===== src/rtl/sipo_deserializer_if.sv =====
// Bus bundle for sipo_deserializer: serial input side, parallel output
// handshake and status flags. The master drives the serial stream and
// out_ready. The slave (the deserializer) drives the word and the flags.
interface sipo_deserializer_if #(
  parameter int unsigned WIDTH = 4
);

  logic             sin;
  logic             sin_valid;
  logic             start;
  logic             out_ready;
  logic             clr_ovf;
  logic [WIDTH-1:0] pout;
  logic             pout_valid;
  logic             busy;
  logic             overflow;
  logic             par_err;

  modport master (
    output sin,
    output sin_valid,
    output start,
    output out_ready,
    output clr_ovf,
    input  pout,
    input  pout_valid,
    input  busy,
    input  overflow,
    input  par_err
  );

  modport slave (
    input  sin,
    input  sin_valid,
    input  start,
    input  out_ready,
    input  clr_ovf,
    output pout,
    output pout_valid,
    output busy,
    output overflow,
    output par_err
  );

endinterface


===== src/rtl/sipo_deserializer.sv =====
// Serial-in/parallel-out deserializer. It assembles framed serial bits,
// MSB first, into WIDTH-bit words.
//
// Completed words sit in a one-entry output buffer that uses a valid/ready
// handshake. A word that completes while the buffer is full and not being
// drained is dropped, and this sets the sticky overflow flag.
//
// Optional build macro SIPO_PARITY_EN: each frame carries one extra
// even-parity bit after the data bits. A word whose parity is bad is
// discarded and par_err pulses for one cycle. When the macro is not
// defined, par_err is tied low.
module sipo_deserializer #(
  parameter int unsigned WIDTH = 4
) (
  input  logic                clk,
  input  logic                rstn,
  sipo_deserializer_if.slave  bus
);

  localparam int unsigned CNT_W = $clog2(WIDTH + 1);

`ifdef SIPO_PARITY_EN
  typedef enum logic [1:0] {
    IDLE   = 2'd0,
    SHIFT  = 2'd1,
    PARITY = 2'd2
  } state_e;
`else
  typedef enum logic [1:0] {
    IDLE  = 2'd0,
    SHIFT = 2'd1
  } state_e;
`endif

  state_e             state_q,      state_d;
  logic [WIDTH-1:0]   shreg_q,      shreg_d;
  logic [CNT_W-1:0]   bit_cnt_q,    bit_cnt_d;
  logic [WIDTH-1:0]   pout_q,       pout_d;
  logic               pout_valid_q, pout_valid_d;
  logic               overflow_q,   overflow_d;
  logic               busy_q,       busy_d;
`ifdef SIPO_PARITY_EN
  logic               par_err_q,    par_err_d;
`endif

  // Word-complete request from the framing FSM into the output buffer
  logic               load_c;
  logic [WIDTH-1:0]   load_word_c;
  logic [WIDTH-1:0]   word_c;

  // Framing FSM: collects qualified bits, resyncs on start, flags completion
  always_comb begin
    state_d     = state_q;
    shreg_d     = shreg_q;
    bit_cnt_d   = bit_cnt_q;
    load_c      = 1'b0;
    load_word_c = shreg_q;
`ifdef SIPO_PARITY_EN
    par_err_d   = 1'b0;
`endif
    word_c      = {shreg_q[WIDTH-2:0], bus.sin};

    if (bus.sin_valid) begin
      unique case (state_q)
        IDLE: begin
          // Bits outside a frame are ignored until a start marker arrives
          if (bus.start) begin
            shreg_d   = WIDTH'(bus.sin);
            bit_cnt_d = CNT_W'(1);
            state_d   = SHIFT;
          end
        end

        SHIFT: begin
          if (bus.start) begin
            // Resync: abandon the partial word, this bit is the new MSB
            shreg_d   = WIDTH'(bus.sin);
            bit_cnt_d = CNT_W'(1);
          end else begin
            shreg_d   = word_c;
            bit_cnt_d = bit_cnt_q + CNT_W'(1);
            if (bit_cnt_q == CNT_W'(WIDTH - 1)) begin
`ifdef SIPO_PARITY_EN
              state_d     = PARITY;
`else
              state_d     = IDLE;
              bit_cnt_d   = '0;
              load_c      = 1'b1;
              load_word_c = word_c;
`endif
            end
          end
        end

`ifdef SIPO_PARITY_EN
        PARITY: begin
          if (bus.start) begin
            shreg_d   = WIDTH'(bus.sin);
            bit_cnt_d = CNT_W'(1);
            state_d   = SHIFT;
          end else begin
            state_d   = IDLE;
            bit_cnt_d = '0;
            // Even parity over data plus parity bit must come out to zero
            if ((^shreg_q ^ bus.sin) == 1'b0) begin
              load_c      = 1'b1;
              load_word_c = shreg_q;
            end else begin
              par_err_d   = 1'b1;
            end
          end
        end
`endif

        default: begin
          state_d   = IDLE;
          bit_cnt_d = '0;
        end
      endcase
    end

    busy_d = (state_d != IDLE);
  end

  // Output buffer: pop on handshake, load or drop completed words, sticky overflow
  always_comb begin
    pout_d       = pout_q;
    pout_valid_d = pout_valid_q;
    overflow_d   = overflow_q;

    if (pout_valid_q && bus.out_ready) begin
      pout_valid_d = 1'b0;
    end

    if (bus.clr_ovf) begin
      overflow_d = 1'b0;
    end

    // A load in the same cycle as a pop refills the buffer; a drop beats clear
    if (load_c) begin
      if (!pout_valid_q || bus.out_ready) begin
        pout_d       = load_word_c;
        pout_valid_d = 1'b1;
      end else begin
        overflow_d   = 1'b1;
      end
    end
  end

  // State and datapath registers
  always_ff @(posedge clk or negedge rstn) begin
    if (!rstn) begin
      state_q      <= IDLE;
      shreg_q      <= '0;
      bit_cnt_q    <= '0;
      pout_q       <= '0;
      pout_valid_q <= 1'b0;
      overflow_q   <= 1'b0;
      busy_q       <= 1'b0;
    end else begin
      state_q      <= state_d;
      shreg_q      <= shreg_d;
      bit_cnt_q    <= bit_cnt_d;
      pout_q       <= pout_d;
      pout_valid_q <= pout_valid_d;
      overflow_q   <= overflow_d;
      busy_q       <= busy_d;
    end
  end

`ifdef SIPO_PARITY_EN
  // Parity error pulse register
  always_ff @(posedge clk or negedge rstn) begin
    if (!rstn) begin
      par_err_q <= 1'b0;
    end else begin
      par_err_q <= par_err_d;
    end
  end

  assign bus.par_err = par_err_q;
`else
  assign bus.par_err = 1'b0;
`endif

  assign bus.pout       = pout_q;
  assign bus.pout_valid = pout_valid_q;
  assign bus.overflow   = overflow_q;
  assign bus.busy       = busy_q;

endmodule


===== src/flat_wrapper.sv =====
// flat-port wrapper written by rule: the top's interface ports become plain ports
module sipo_deserializer_flat 
#(
  parameter int unsigned WIDTH = 4
)
  (clk, rstn, bus_sin, bus_sin_valid, bus_start, bus_out_ready, bus_clr_ovf, bus_pout, bus_pout_valid, bus_busy, bus_overflow, bus_par_err);
  sipo_deserializer_if #(.WIDTH(WIDTH)) bus_i ();
  input  logic clk;
  input  logic rstn;
  input wire logic [$bits(bus_i.sin)-1:0] bus_sin;
  input wire logic [$bits(bus_i.sin_valid)-1:0] bus_sin_valid;
  input wire logic [$bits(bus_i.start)-1:0] bus_start;
  input wire logic [$bits(bus_i.out_ready)-1:0] bus_out_ready;
  input wire logic [$bits(bus_i.clr_ovf)-1:0] bus_clr_ovf;
  output wire logic [$bits(bus_i.pout)-1:0] bus_pout;
  output wire logic [$bits(bus_i.pout_valid)-1:0] bus_pout_valid;
  output wire logic [$bits(bus_i.busy)-1:0] bus_busy;
  output wire logic [$bits(bus_i.overflow)-1:0] bus_overflow;
  output wire logic [$bits(bus_i.par_err)-1:0] bus_par_err;
  assign bus_i.sin = bus_sin;
  assign bus_i.sin_valid = bus_sin_valid;
  assign bus_i.start = bus_start;
  assign bus_i.out_ready = bus_out_ready;
  assign bus_i.clr_ovf = bus_clr_ovf;
  assign bus_pout = bus_i.pout;
  assign bus_pout_valid = bus_i.pout_valid;
  assign bus_busy = bus_i.busy;
  assign bus_overflow = bus_i.overflow;
  assign bus_par_err = bus_i.par_err;
  sipo_deserializer #(.WIDTH(WIDTH)) u_core (.clk(clk), .rstn(rstn), .bus(bus_i));
endmodule

===== config.mk =====
export PLATFORM = sky130hd
export DESIGN_NAME = sipo_deserializer_flat
export DESIGN_NICKNAME = d
export VERILOG_FILES = /design/src/rtl/sipo_deserializer_if.sv /design/src/rtl/sipo_deserializer.sv /design/src/flat_wrapper.sv
export SDC_FILE = /design/constraint.sdc
export NUM_CORES = 1
export LEC_CHECK = 0
export CORE_MARGIN = 5
export CORE_UTILIZATION = 47
export CTS_CLUSTER_DIAMETER = 200
export DETAILED_ROUTE_END_ITERATION = 12
export GPL_TIMING_DRIVEN = 0
export PLACE_DENSITY_LB_ADDON = 0.2
export SLEW_MARGIN = 20
export SYNTH_ARGS = -nofsm -noshare
export SYNTH_HDL_FRONTEND = slang
export SYNTH_SLANG_ARGS = --single-unit

===== constraint.sdc =====
create_clock -name clk -period 1.7 [get_ports clk]
set_input_delay 0.34 -clock clk [delete_from_list [all_inputs] [get_ports clk]]
set_output_delay 0.34 -clock clk [all_outputs]
set_load 0.02 [all_outputs]

==> flow_summary.json <==
{
  "worst-slew-pin-transition_ns": 0.672,
  "synthDistinctLibCells": 27,
  "viasPerCell": 5.52,
  "hp-start": "bus_start",
  "first_pass_iters": 4,
  "clk_pin_slew_ns": 0.09,
  "die_area_um2": 2330,
  "synth-edff-count": 0,
  "slew_viol_final": 0,
  "outcome": "finished, final reports clean",
  "crit_path_max_incr_delay_ns": 0.61,
  "async_flop_share_pct": 100,
  "cts_resized": 0,
  "worstPathMaxFanout": 2,
  "hold_viol": 0,
  "ant_nets": 0,
  "r2r-end": "u_core.bus.pout[2]",
  "r2r-start": "u_core.bit_cnt_q[0]",
  "place_area_um2": 828,
  "holdPathEnd": "u_core.shreg_q[2]",
  "port_buffers": 12,
  "drtIter0Drc": 4,
  "wl_met2_um": 590,
  "power.density_nw_per_um2": 1350,
  "rows": 13,
  "path_class": "flip-flop to output pin",
  "worst_ir_drop_vdd_uv": 832,
  "path_cells": "clkdlybuf4s50_1",
  "reg2reg_depth": 4,
  "avgSynthCellArea_um2": 11.1,
  "required_ns": 1.36,
  "grt_pass1_wl_um": 2470,
  "clk_path_buf_depth": 2,
  "syn_area_um2": 689,
  "syn-num-nets": 70,
  "area_growth_pct": 24.3,
  "cts_tree": "done",
  "r2r_slack_ns": 0.17,
  "final_util_pct": 63.5,
  "synthFlopType": "dfrtp_1",
  "setup_violations": 0,
  "diodes": 0,
  "grt_start_max_net_pins": 16,
  "grtUsageTotal_pct": 13.0,
  "clock_latency_ns": 0.28,
  "ys_warn_count": 0,
  "cp_num_buf_inv": 1,
  "startpoint_type": "flip-flop",
  "num_io_pins": 15,
  "worstPathArrival_ns": 1.25,
  "clockRootBuffer": "clkbuf_4",
  "final_nets": 87,
  "routedWlPerCell_um": 13.7,
  "die_w_um": 48.3,
  "postSynthCellCount": 62,
  "via_count": 513,
  "drc": 0,
  "setup-tns-final_ns": 0,
  "cp_slowest_cell": "clkdlybuf4s50_1",
  "cts.sinks": 15,
  "drive_above_1_share_pct": 19.2,
  "critPathTopFamily": "buffers and inverters",
  "leakagePower_nw": 0.402,
  "wl_met1_um": 608,
  "overflow": 0,
  "period_needed_ns": 1.59,
  "fin_area_um2": 857,
  "wirelength_um": 1270,
  "skew_ns": 0.00396,
  "antenna_found_initial": 0,
  "endpoint_kind": "output pin",
  "routed-wl-met3_um": 61,
  "most-common-layout-cells": "dfrtp_1, clkdlybuf4s50_1, o21ai_0, nand2_1, mux2_2",
  "layout_commonest_cell": "dfrtp_1",
  "hold_class": "input port to flip-flop",
  "coreArea_um2": 1350,
  "hold_buffers": 0,
  "cts_setup_buffers": 0,
  "fin_crit_sh_pct": 93.5,
  "grt_pass1_vias": 511,
  "dp_hpwl_um": 932,
  "floorplan.initialDensity_pct": 51.1,
  "cts_max_level": 1,
  "synth_seq_cells": 15,
  "die_height_um": 48.3,
  "rsz0062_at_grt": "no",
  "numCtsBuffers": 3,
  "relSlewSlack_pct": 55.1,
  "gp_congestion": 0.742,
  "seq_area_frac_synth_pct": 54.4,
  "fmax_ghz": 0.629,
  "routed.top_layer": "met4",
  "cap_viol_max_count": 0,
  "min_path_cells": 2
}
-- per-stage QoR --
step                      power (mW)  hold WS [ns]  worst slack [ns]  cells
after floorplan                0.790        0.0444             0.269     62
after global placement         0.956         0.470            -0.145     89
after detailed placement       0.968         0.485            -0.178     89
after CTS                       1.17         0.362            0.0838     93
after global routing            1.25         0.368            0.0380     93
final                           1.16         0.369             0.111     93
-- logic make-up after synthesis --
logic type	share of synthesized area (%)
compound gates	15.6
fa+ha+maj	1.81
buf+inv	4.72
flops	54.4
mux	8.17
other cells	0.544
simple gates	14.7
-- cell usage after synthesis, drive strengths merged, types with 2 or more instances --
library cell / number / area (um2)
dfrtp: 15 / 375
buf: 2 / 12.5
nor2: 2 / 7.51
a21oi: 2 / 10.0
a2bb2oi: 2 / 17.5
and2b: 2 / 15.0
o21ai: 6 / 30.0
nand2: 6 / 22.5
inv: 4 / 15.0
mux2: 5 / 56.3
-- cell type report --
class	instances	area, um2
fill	113	493
sequential	15	375
multi-input combinational	40	284
timing repair buffer	12	120
clock buffer	4	26.3
tap	15	18.8
buffer	3	17.5
inverter	4	15.0
-- power by group --
group	leakage, nW	switching (mW)	total, mW	internal (mW)
clock network	0.0150	0.111	0.202	0.0910
registers	0.190	0.0596	0.515	0.456
logic	0.197	0.210	0.442	0.232
total	0.402	0.381	1.16	0.779
-- state kept, by name, indices dropped and copies added (netlist names) --
signal,cells
u_core.bus.pout,4
u_core.bit_cnt_q,3
u_core.shreg_q,3
u_core.state_q,2
u_core.bus.busy,1
u_core.bus.overflow,1
u_core.bus.pout_valid,1
-- routing by layer --
metal / GRT usage, % / vias up
met5: 0 / -
met4: 6.91 / 0
met3: 3.67 / 2
met1: 17.4 / 248
met2: 18.9 / 15
li1: - / 248
-- how the worst max path moves through the flow --
stage	start	endpoint	depth (start not counted)
finish	u_core.bus.pout[2]	bus_pout[2]	1
global route	u_core.bus.pout[0]	bus_pout[0]	1
CTS	u_core.bus.pout[0]	bus_pout[0]	1
detailed placement	bus_sin_valid	u_core.bus.pout[2]	4
global placement	bus_sin_valid	u_core.bus.pout[2]	4
floorplan	u_core.bit_cnt_q[1]	u_core.bus.pout[0]	4
No activity file was read; power rests on OpenSTA's default activity.
